### src/rtl/bcd_count_display_pkg.sv
// Shared constants for the BCD tick counter and its 7-segment scanner.
package bcd_count_display_pkg;

    typedef logic [3:0] bcd_digit_t;

    localparam bcd_digit_t BCD_MAX   = 4'd9;
    localparam logic [6:0] SEG_BLANK = 7'b1111111;
    localparam logic [3:0] AN_RESET  = 4'b1110;

    // Active-low segment patterns, bit order g,f,e,d,c,b,a.
    localparam logic [6:0] SEG_TABLE [10] = '{
        7'b1000000,   // 0
        7'b1111001,   // 1
        7'b0100100,   // 2
        7'b0110000,   // 3
        7'b0011001,   // 4
        7'b0010010,   // 5
        7'b0000010,   // 6
        7'b1111000,   // 7
        7'b0000000,   // 8
        7'b0010000    // 9
    };

endpackage

### src/rtl/bcd_count_display_seg7_decode.sv
// BCD digit to active-low 7-segment pattern; non-BCD codes blank the digit.
module seg7_decode
    import bcd_count_display_pkg::*;
(
    input  logic [3:0] bcd,
    output logic [6:0] seg
);

    // Table lookup with explicit indices; 10..15 fall through to blank.
    always_comb begin
        seg = SEG_BLANK;
        case (bcd)
            4'd0:    seg = SEG_TABLE[0];
            4'd1:    seg = SEG_TABLE[1];
            4'd2:    seg = SEG_TABLE[2];
            4'd3:    seg = SEG_TABLE[3];
            4'd4:    seg = SEG_TABLE[4];
            4'd5:    seg = SEG_TABLE[5];
            4'd6:    seg = SEG_TABLE[6];
            4'd7:    seg = SEG_TABLE[7];
            4'd8:    seg = SEG_TABLE[8];
            4'd9:    seg = SEG_TABLE[9];
            default: seg = SEG_BLANK;
        endcase
    end

endmodule

### src/rtl/bcd_count_display.sv
// Counts rising edges of an asynchronous tick source in a 4-digit BCD
// up/down counter and scans the count onto a common-anode 7-seg display.
module bcd_count_display
    import bcd_count_display_pkg::*;
#(
    parameter int SCAN_DIV = 100000
) (
    input  logic        clk,
    input  logic        rst_n,
    input  logic        tick_src,
    input  logic        cnt_en,
    input  logic        up_dn,
    input  logic        clr,
    output logic [15:0] count_bcd,
    output logic        carry,
    output logic [3:0]  an,
    output logic [6:0]  seg
);

    localparam int                SCAN_W    = $clog2(SCAN_DIV);
    localparam logic [SCAN_W-1:0] SCAN_LAST = SCAN_W'(SCAN_DIV - 1);

    logic              s1_reg, s2_reg, s3_reg;
    logic [1:0]        vld_reg;
    logic              armed_reg;
    logic              tick;
    logic [15:0]       count_reg;
    logic              carry_reg;
    logic [SCAN_W-1:0] scan_cnt_reg;
    logic [1:0]        digit_idx_reg;
    logic [3:0]        an_reg;
    logic [6:0]        seg_reg;
    logic [6:0]        seg_dec;

    bcd_digit_t        dig [4];
    logic [3:0]        is9, is0, inc_en, dec_en;
    logic [15:0]       inc_cnt, dec_cnt;
    logic              wrap_up, wrap_dn;

    // Two-flop synchroniser plus edge-detect delay. vld_reg marks when s2
    // holds a genuinely sampled level rather than its reset value, so that
    // arming only happens after a real low has been observed.
    always_ff @(posedge clk or negedge rst_n) begin
        if (!rst_n) begin
            s1_reg    <= 1'b0;
            s2_reg    <= 1'b0;
            s3_reg    <= 1'b0;
            vld_reg   <= 2'b00;
            armed_reg <= 1'b0;
        end else begin
            s1_reg    <= tick_src;
            s2_reg    <= s1_reg;
            s3_reg    <= s2_reg;
            vld_reg   <= {vld_reg[0], 1'b1};
            armed_reg <= armed_reg | (vld_reg[1] & ~s2_reg);
        end
    end

    assign tick = s2_reg & ~s3_reg & armed_reg;

    // Per-digit BCD increment/decrement with ripple from the lower digits.
    for (genvar gi = 0; gi < 4; gi++) begin : g_digit
        assign dig[gi] = count_reg[gi*4 +: 4];
        assign is9[gi] = (dig[gi] == BCD_MAX);
        assign is0[gi] = (dig[gi] == 4'd0);

        if (gi == 0) begin : g_lsd
            assign inc_en[gi] = 1'b1;
            assign dec_en[gi] = 1'b1;
        end else begin : g_upper
            assign inc_en[gi] = &is9[gi-1:0];
            assign dec_en[gi] = &is0[gi-1:0];
        end

        assign inc_cnt[gi*4 +: 4] = !inc_en[gi] ? dig[gi] :
                                    is9[gi]     ? 4'd0    : dig[gi] + 4'd1;
        assign dec_cnt[gi*4 +: 4] = !dec_en[gi] ? dig[gi] :
                                    is0[gi]     ? BCD_MAX : dig[gi] - 4'd1;
    end

    assign wrap_up = &is9;
    assign wrap_dn = &is0;

    // Count register: clear beats tick; carry pulses only on a wrap.
    always_ff @(posedge clk or negedge rst_n) begin
        if (!rst_n) begin
            count_reg <= 16'h0000;
            carry_reg <= 1'b0;
        end else if (clr) begin
            count_reg <= 16'h0000;
            carry_reg <= 1'b0;
        end else if (tick && cnt_en) begin
            if (up_dn) begin
                count_reg <= inc_cnt;
                carry_reg <= wrap_up;
            end else begin
                count_reg <= dec_cnt;
                carry_reg <= wrap_dn;
            end
        end else begin
            carry_reg <= 1'b0;
        end
    end

    // Scan timer: each digit slot lasts SCAN_DIV clocks.
    always_ff @(posedge clk or negedge rst_n) begin
        if (!rst_n) begin
            scan_cnt_reg  <= '0;
            digit_idx_reg <= 2'd0;
        end else if (scan_cnt_reg == SCAN_LAST) begin
            scan_cnt_reg  <= '0;
            digit_idx_reg <= digit_idx_reg + 2'd1;
        end else begin
            scan_cnt_reg  <= scan_cnt_reg + SCAN_W'(1);
        end
    end

    seg7_decode u_seg7_decode (
        .bcd (dig[digit_idx_reg]),
        .seg (seg_dec)
    );

    // Display outputs follow the index one clock later and show the live count.
    always_ff @(posedge clk or negedge rst_n) begin
        if (!rst_n) begin
            an_reg  <= AN_RESET;
            seg_reg <= SEG_TABLE[0];
        end else begin
            an_reg  <= ~(4'b0001 << digit_idx_reg);
            seg_reg <= seg_dec;
        end
    end

    assign count_bcd = count_reg;
    assign carry     = carry_reg;
    assign an        = an_reg;
    assign seg       = seg_reg;

endmodule

### config.mk
export PLATFORM = sky130hd
export DESIGN_NAME = bcd_count_display
export DESIGN_NICKNAME = d
export VERILOG_FILES = /design/src/rtl/bcd_count_display_pkg.sv /design/src/rtl/bcd_count_display_seg7_decode.sv /design/src/rtl/bcd_count_display.sv
export SDC_FILE = /design/constraint.sdc
export NUM_CORES = 1
export LEC_CHECK = 0
export BUFFER_PORTS_ARGS = -buffer_cell sky130_fd_sc_hd__buf_2
export CAP_MARGIN = 5
export CORE_MARGIN = 3
export CORE_UTILIZATION = 59
export DETAILED_ROUTE_END_ITERATION = 16
export PLACE_DENSITY = 0.8
export SYNTH_ARGS = -nofsm -noshare
export SYNTH_HDL_FRONTEND = slang
export SYNTH_HIERARCHICAL = 1
export SYNTH_SLANG_ARGS = --single-unit
### constraint.sdc
create_clock -name clk -period 2.9 [get_ports clk]
set_clock_uncertainty 0.2 [all_clocks]
set_input_delay 0.435 -clock clk [delete_from_list [all_inputs] [get_ports clk]]
set_output_delay 0.435 -clock clk [all_outputs]
set_load 0.1 [all_outputs]
==> metrics.txt, run 1 <==
Post-DRT Antenna Nets=0; DIE HEIGHT=between 80 and 90 um; final hold violations=0; max reg flops=17; post-synthesis mux area share=5.851%; synth unique cells=68; Worst VDD drop=0.0008213 V; Port Buffers=33; top post-synthesis cells by count=dfrtp_1 (49), nor2_1 (27), ha_1 (24), inv_1 (24); Max-cap violations=0; first-pass GRT wire length=approximately 11000 um; type of origin of the critical path=flip-flop; vias post-DR=2584; worst min path class=in2reg; syn avg cell area=9.850 um2; Num CTS Buffers=5; Post-Syn Area=3251 um2; CTS tree=built; Post-DP HPWL=4859 um; dpl ws=0.3470 ns; Starting DRT DRC Count=118; clk slew on worst S/H paths=0.09 ns; Post-synth ARST share=100.0%; post-synth top area share=37.72%; Gate Count Post-Synth=330; Synth Area in Adders=9.238%; CTS max path bufs=2; die area=around 6400 um2; Hold Slack=0.03121 ns; Post-Synth XOR/XNOR Area=3.772%; diode count=0; largest family of logic cells by synthesized area=simple AND/OR/NAND/NOR gates; setup ws final=between 0.15 and 0.2 ns; GP Congestion=0.9006; dominant cell type by area after synthesis=dfrtp_1; number of global-route vias before repair=2406; Setup violations, final=0; Final Critical Period=2.716 ns; synth top area cells=dfrtp_1 (38%), ha_1 (9.2%), dfstp_2 (3.2%); DRT Pass-1 Iters=6; Seq cells post-synth=53; Final #Nets=391; Net Count, Synth=360; gr ovfl total=0; Core ar.=5205 um2; Highest Clock Rate=368.2 MHz; measured slew at the worst slew-check pin=0.7327 ns; Data arrival, critical path=2.71 ns; CTS sink cnt=between 50 and 60; Final period util=93.65%; R2R depth=6; Rel. slew slack=between 50% and 60%; CTS H-Tree Depth=2; crit end category=flip-flop; most numerous cell in the Yosys netlist=dfrtp_1; root buf cell=clkbuf_8; Cell Count, Final, Fillers Out=432; crit-path max FO=10; Setup TNS Final=0 ns; simple-gate share of the synthesized area=between 20% and 30%; flop2flop setup slack=approximately 0.18 ns; pin count of the biggest net entering global routing=36; All-Layer GR Usage=22.09%; Hold Path Stages=1; WHS Endpoint=s1_reg; num rows=26; ys flop type=dfrtp_1; number of synthesized flops with an enable pin=0; Lkg Pwr=1.636 nW; FF-to-FF Start=count_bcd[0]; placed insts=423; Yosys Warn Count=6; RSZ-0062 raised after global routing=no; sequential-to-total area share from yosys stat=around two fifths; vias per inst=5.981; hold wc startpoint=tick_src; # DRC=0; Compound-Gate Fraction of Synth Area=14.78%; area growth from synthesis to layout=10.59%; initial antenna violation count=0; drt total wl=6660 um; DIE WIDTH=about 80 um; Skew-Pair Late Insertion Delay=0.30 ns; FF-to-FF End=count_bcd[6]; fin. max-slew vios=0; WP data required=approximately 2.9 ns; Avg WL per Cell=between 15 and 20 um; share of cells above drive strength 1=19.06%; P per Cell Area=between 800 and 900 nW/um2; status=completed; io pins=34; Setup CP Type=reg2reg; setup bufs post-CTS=0; Initial Util=a little over three fifths
==> cell type report <==
| cell class | count | area, um2 |
|---|---|---|
| Multi-Input combinational cell | 237 | 1749 |
| Sequential cell | 53 | 1331 |
| Inverter | 24 | 90.09 |
| Timing Repair Buffer | 40 | 220.2 |
| Clock buffer | 7 | 86.33 |
| Fill cell | 420 | 1610 |
| Clock inverter | 1 | 30.03 |
| Tap cell | 70 | 87.58 |
==> per-layer routing <==
layer	global-route usage [%]	vias up	share of wire, %
met5	0	-	0
met4	7.432	0	1.7
met3	4.036	14	5.0
met2	36.34	69	48
met1	29.35	1255	46
li1	-	1246	-
==> timing repair <==
| action | CTS | global route |
|---|---|---|
| endpoints found under the hold margin | 15 | 0 |
| resized for setup | 0 | 0 |
| hold buffers | 1 | 0 |
==> placed cells by master, fill, tap and decap left out, types with 4 or more instances in the layout <==
cell / Yosys / routed
nand4_1: 4 / 4
o21bai_1: 4 / 4
nor2_1: 27 / 27
clkbuf_8: 0 / 6
a31oi_1: 5 / 5
dfrtp_1: 49 / 49
o21ai_0: 14 / 14
buf_4: 0 / 6
nand3_1: 13 / 13
nand3b_1: 4 / 4
ha_1: 24 / 24
nor3_1: 7 / 7
a21oi_1: 15 / 15
mux2_2: 5 / 5
inv_1: 24 / 24
nand2_1: 15 / 15
nor3b_1: 4 / 4
xnor2_1: 10 / 10
xor2_1: 4 / 4
buf_2: 3 / 33
nand2b_1: 6 / 6
dfstp_2: 4 / 4
o22ai_1: 5 / 5
==> power by group <==
| group | total [mW] | internal [mW] | switching, mW | leakage, nW |
|---|---|---|---|---|
| clock | 0.512 | 0.281 | 0.231 | 0.0585 |
| combinational | 1.57 | 0.411 | 1.16 | 0.905 |
| sequential | 1.05 | 0.845 | 0.207 | 0.673 |
==> worst max path at each step <==
stage | startpoint | end
3_3_place_gp | count_bcd[0] | count_bcd[6]
4_1_cts | count_bcd[0] | count_bcd[6]
2_1_floorplan | count_bcd[1] | count_bcd[9]
5_1_grt | count_bcd[0] | count_bcd[6]
3_5_place_dp | count_bcd[0] | count_bcd[6]
6_report | count_bcd[0] | count_bcd[6]
==> stage by stage <==
stage,util (%),power (mW),instance area (um2)
2_1_floorplan,-,2.331,3251
3_3_place_gp,66.63,2.607,3468
3_5_place_dp,66.63,2.627,3468
4_1_cts,69.06,3.146,3595
5_1_grt,69.06,3.306,3595
6_report,69.06,3.139,3595
==> logic make-up after synthesis <==
family | count (synthesis)
AND/OR/NAND/NOR | 115
AO/OA/AOI/OAI | 71
flip-flops | 53
buffers and inverters | 40
adder cells (fa/ha/maj) | 24
XOR/XNOR | 14
multiplexers | 12
other | 1
==> worst max-delay path, cell delays in order (launching register included) <==
cell	delay, ns
dfrtp_1	0.51
inv_1	0.13
ha_1	0.19
or3b_1	0.36
a222oi_1	0.67
o221ai_1	0.25
mux2_4	0.30
(Power assumes the default switching activity.)
==> run 2, diff against run 1 <==
--- a/config.mk
+++ b/config.mk
@@ -7,6 +7,7 @@
 export LEC_CHECK = 0
 export BUFFER_PORTS_ARGS = -buffer_cell sky130_fd_sc_hd__buf_2
 export CAP_MARGIN = 5
+export CORE_ASPECT_RATIO = 0.75
 export CORE_MARGIN = 3
 export CORE_UTILIZATION = 59
 export DETAILED_ROUTE_END_ITERATION = 16
==> run 2 against run 1 <==
Worst hold slack lost 0.0020 ns. Global-route usage is essentially flat. Via count grew 3.0%. Non-clock buffer count grew 3. Sequential share of layout area is essentially flat. Final cell count grew 1.2%. Combinational power grew 3%. Register-to-register slack gained 0.09 ns. Critical path depth is the same. Utilization grew 1.5 points. Die area grew 0.14%. Wire length grew 5.4%. Critical path type unchanged. Largest power group unchanged.
==> metrics.txt, run 2 (synthesis gave the netlist of run 1 again) <==
status=completed; type of origin of the critical path=flip-flop; Rel. slew slack=53.28% (+2.1 points); CP max stage delay=0.59 ns (-0.08 ns); pin count of the biggest net entering global routing=33 (-8.3%); DIE WIDTH=91.71 um (+14%); vias post-DR=2661 (+3.0%); Cell Chain, Critical Path=inv_1 -> ha_1 -> or3b_1 -> a222oi_1 -> o221ai_1 -> mux2_4; first-pass GRT wire length=11670 um (+4.6%); initial antenna violation count=0 (unchanged); hold wc startpoint=tick_src; post-cts resize count=0 (unchanged); measured slew at the worst slew-check pin=0.7007 ns (-0.03192 ns); DRT Pass-1 Iters=5 (-1); worst min path class=in2reg; Skew-Pair Late Insertion Delay=0.30 ns (about the same); CTS tree=built; clk slew on worst S/H paths=0.10 ns (about the same); met3 Track Usage GR=5.167% (+1.1 points); placed insts=428 (+1.2%); Initial Util=63.83% (+1.4 points); max reg flops=17 (unchanged); GP Congestion=0.9850 (+9.4%); Highest Clock Rate=381.0 MHz (+3.5%); Starting DRT DRC Count=214 (+81%); Avg WL per Cell=16.07 um (+4.2%); CTS Hold Buffers Added=1 (unchanged); # fillers=382 (-9.0%); Max-cap violations=0 (unchanged); Setup CP Type=reg2reg; share of cells above drive strength 1=19.73% (+0.67 points); Worst VDD drop=0.001018 V (+24%); WP data required=2.90 ns (about the same); Hold Path Stages=1 (unchanged); Setup violations, final=0 (unchanged); setup bufs post-CTS=0 (unchanged); Pwr Total=3.074 mW (-2.0%); Core ar.=5092 um2 (-2.2%); Num CTS Buffers=5 (unchanged); drt total wl=7022 um (+5.4%); Hold Slack=0.02925 ns (-0.001962 ns); # DRC=0 (unchanged); io pins=34 (unchanged); area growth from synthesis to layout=10.47%; root buf cell=clkbuf_8; CTS sink cnt=53 (unchanged); DIE HEIGHT=70.28 um (-12%); RSZ-0062 raised after global routing=no; Lkg Pwr=1.630 nW (-0.36%); Post-DP HPWL=5135 um (+5.7%); FF-to-FF Start=count_bcd[1]; diode count=0 (unchanged); gr busiest metal=met1; Setup TNS Final=0 ns (unchanged); crit-path max FO=8 (-2); CP max-delay cell=a222oi_1; die area=6445 um2 (+0.14%); crit end category=flip-flop; Final Critical Period=2.624 ns (-0.09158 ns); vias per inst=6.089 (+1.8%); final hold violations=0 (unchanged); Cell Count, Final, Fillers Out=437 (+1.2%); gr ovfl total=0 (unchanged); CTS max path bufs=2 (unchanged); P per Cell Area=856.1 nW/um2 (-1.9%); CTS H-Tree Depth=2 (unchanged); Final #Nets=394 (+0.77%); FF-to-FF End=count_bcd[6]; met2 GRT Util=30.53% (-5.8 points); Port Buffers=33 (unchanged); num rows=22 (-15%); Post-DRT Antenna Nets=0 (unchanged); number of global-route vias before repair=2364 (-1.7%); flop2flop setup slack=0.28 ns (+0.09 ns); Final period util=90.50% (-3.2 points); M1 GR Usage=35.11% (+5.8 points); commonest cells after routing, fill and taps aside=dfrtp_1 (49), buf_2 (33), nor2_1 (27); Data arrival, critical path=2.62 ns (-0.09 ns); R2R depth=6 (unchanged); fin. max-slew vios=0 (unchanged); All-Layer GR Usage=22.12% (+0.028 points); most common cell after layout, fill and taps aside=dfrtp_1; WHS Endpoint=s1_reg
## run 2: changes by cell type in the layout (fill, tap and decap cells not counted), sizes merged
| cell | change |
|---|---|
| clkinvlp | +2 |
| buf | +3 |
| clkbuf | -1 |
| bufinv | -1 |
## run 2: worst max-delay path, delay by kind of cell (launching register included)
family	cells	cell delay (ns)
DFF	1	0.47
AOI/OAI and AO/OA	2	0.83
muxes	1	0.29
adders and majority gates	1	0.22
buffers and inverters	1	0.15
and+or+nand+nor	1	0.36
## run 2: area by class of cell
cell class | count | area [um2] | area share, %
Clock buffer | 6 | 72.57 | 2.021
Multi-Input combinational cell | 237 | 1749 | 48.71
Timing Repair Buffer | 43 | 242.7 | 6.760
Tap cell | 72 | 90.09 | 2.509
Sequential cell | 53 | 1331 | 37.07
Inverter | 24 | 90.09 | 2.509
Clock inverter | 2 | 15.01 | 0.4181
## run 2: stage by stage
step / area (um2) / utilization, % / setup slack [ns]
floorplan: 3251 / - / 0.06222
global placement: 3493 / 68.60 / 0.4477
detailed placement: 3493 / 68.60 / 0.3249
CTS: 3591 / 70.52 / 0.2908
global route: 3591 / 70.52 / 0.08076
finish: 3591 / 70.52 / 0.2756
## run 2: layer usage
metal / share of wire (%) / wire, um
met2: 43 / 2985
met5: 0 / 0
met4: 0.48 / 34
met3: 9.8 / 690
met1: 47 / 3310
## run 2: worst max path at each step
stage	from	endpoint	slack, ns
3_5_place_dp	count_bcd[1]	count_bcd[6]	0.32
4_1_cts	count_bcd[1]	count_bcd[6]	0.29
5_1_grt	count_bcd[1]	count_bcd[6]	0.08
3_3_place_gp	count_bcd[1]	count_bcd[6]	0.45
6_report	count_bcd[1]	count_bcd[6]	0.28
2_1_floorplan	count_bcd[1]	count_bcd[9]	0.06
## run 2: power breakdown
part | leakage, nW | internal, mW | switching, mW
clock network | 0.0374 | 0.171 | 0.244
logic | 0.920 | 0.420 | 1.19
registers | 0.673 | 0.845 | 0.203
==> run 3, diff against run 2 <==
--- a/config.mk
+++ b/config.mk
@@ -7,9 +7,11 @@
 export LEC_CHECK = 0
 export BUFFER_PORTS_ARGS = -buffer_cell sky130_fd_sc_hd__buf_2
 export CAP_MARGIN = 5
+export CELL_PAD_IN_SITES_DETAIL_PLACEMENT = 0
+export CELL_PAD_IN_SITES_GLOBAL_PLACEMENT = 1
 export CORE_ASPECT_RATIO = 0.75
 export CORE_MARGIN = 3
-export CORE_UTILIZATION = 59
+export CORE_UTILIZATION = 46
 export DETAILED_ROUTE_END_ITERATION = 16
 export PLACE_DENSITY = 0.8
 export SYNTH_ARGS = -nofsm -noshare
==> run 3 against run 2 <==
Critical endpoint unchanged. First-iteration DRC count shrank 12%. Sequential share of layout area decreased by 0.35 points. Largest cell class unchanged. Highest routed layer unchanged. Sequential cell count unchanged. Cell area grew 0.94%. Register-to-register slack worse by 0.07 ns.
==> metrics.txt, run 3 (synthesis gave the netlist of run 1 again) <==
diode count=0 (unchanged); num rows=25 (+14%); Lkg Pwr=1.646 nW (+0.98%); WP data required=2.90 ns (about the same); Final Critical Period=2.694 ns (+0.07010 ns); area growth from synthesis to layout=11.51%; io pins=34 (unchanged); share of cells above drive strength 1=20.05% (+0.33 points); type of origin of the critical path=flip-flop; Num CTS Buffers=5 (unchanged); GP Congestion=0.8809 (-11%); fin. max-slew vios=0 (unchanged); Core ar.=6569 um2 (+29%); Skew-Pair Late Insertion Delay=0.30 ns (about the same); pin count of the biggest net entering global routing=54 (+64%); status=completed; drt total wl=7027 um (about the same); Cell Count, Final, Fillers Out=445 (+1.8%); Avg WL per Cell=15.79 um (-1.7%); P per Cell Area=873.6 nW/um2 (+2.0%); initial antenna violation count=0 (unchanged); Data arrival, critical path=2.69 ns (+0.07 ns); Layout Utilization=55.18% (-15 points); CP max stage delay=0.64 ns (+0.05 ns); CTS tree=built; CP Depth=6 (unchanged); Port Buffers=33 (unchanged); Initial Util=49.49% (-14 points); Rel. slew slack=53.87% (+0.58 points); root buf cell=clkbuf_8; Setup TNS Final=0 ns (unchanged); DIE HEIGHT=78.80 um (+12%); Post-DRT Antenna Nets=0 (unchanged); CTS H-Tree Depth=2 (unchanged); Post-DP HPWL=5077 um (-1.1%); CTS sink cnt=53 (unchanged); placed insts=437 (+2.1%); Worst VDD drop=0.0004899 V (-52%); Final period util=92.91% (+2.4 points); Starting DRT DRC Count=189 (-12%); Buf+Inv Stages, Crit Path=1 (unchanged); Final #Nets=393 (-0.25%); Cell Chain, Critical Path=inv_1 -> ha_1 -> or3b_1 -> a222oi_1 -> o221ai_1 -> mux2_4; post-cts resize count=0 (unchanged); DIE WIDTH=103.1 um (+12%); CP delay by family, top=compound AO/OA/AOI/OAI gates; R2R depth=6 (unchanged); first-pass GRT wire length=11960 um (+2.5%); # fillers=599 (+57%); Hold Slack=0.02549 ns (-0.003759 ns); CTS max path bufs=2 (unchanged); CP max-delay cell=a222oi_1; CTS Hold Buffers Added=0 (-1); DRT Pass-1 Iters=5 (unchanged); most common cell after layout, fill and taps aside=dfrtp_1; worst min path class=in2async; gr ovfl total=0 (unchanged); vias post-DR=2533 (-4.8%); setup bufs post-CTS=0 (unchanged); clk slew on worst S/H paths=0.10 ns (about the same); RSZ-0062 raised after global routing=no; # DRC=0 (unchanged); final hold violations=0 (unchanged); Max-cap violations=0 (unchanged); commonest cells after routing, fill and taps aside=dfrtp_1 (49), buf_2 (33), nor2_1 (27); measured slew at the worst slew-check pin=0.6920 ns (-0.008764 ns); Setup violations, final=0 (unchanged); max reg flops=17 (unchanged); number of global-route vias before repair=2342 (-0.93%); vias per inst=5.692 (-6.5%); Setup CP Type=reg2reg; die area=8122 um2 (+26%); crit-path max FO=8 (unchanged); All-Layer GR Usage=18.41% (-3.7 points); crit end category=flip-flop; Highest Clock Rate=371.1 MHz (-2.6%)
-- run 3: cell count changes in the layout (fill, tap and decap cells not counted) --
| cell | before | now |
|---|---|---|
| bufinv_16 | 0 | 1 |
| clkbuf_1 | 1 | 0 |
| clkbuf_8 | 5 | 6 |
| dlygate4sd3_1 | 1 | 0 |
| clkinvlp_4 | 2 | 1 |
-- run 3: power by group --
part,internal [mW],switching (mW)
registers,0.845,0.190
logic,0.423,1.19
clock network,0.281,0.240
total,1.55,1.62
-- run 3: per-layer routing --
layer	GRT usage, %	wire, um
met5	0	0
met4	2.587	61
met3	4.039	445
met2	25.48	2913
met1	29.67	3607
-- run 3: stage by stage --
stage / cell area (um2) / setup slack (ns) / power, mW
4_1_cts: 3625 / 0.2092 / 3.182
3_3_place_gp: 3505 / 0.3339 / 2.641
3_5_place_dp: 3505 / 0.2302 / 2.650
5_1_grt: 3625 / 0.01239 / 3.344
6_report: 3625 / 0.2055 / 3.166
2_1_floorplan: 3251 / 0.06222 / 2.331
-- run 3: area by class of cell --
class                   instances  area, um2  area share [%]
multi-input cells             237       1749           48.26
flip-flops and latches         53       1331           36.73
repair buffers                 42      232.7           6.420
well taps                      81      101.3           2.796
inverters                      24      90.09           2.485
clock buffers                   6      82.58           2.278
clock inverters                 2      37.54           1.036
-- run 3: final timing paths --
path                              start           end  slack (ns)
min reg2reg                  vld_reg[0]    vld_reg[1]        0.15
max reg2reg                count_bcd[1]  count_bcd[6]        0.21
min in group clk               tick_src        s1_reg        0.04
min                               rst_n  count_bcd[7]        0.03
max                        count_bcd[1]  count_bcd[6]        0.21
max in group asynchronous         rst_n        seg[5]        1.99
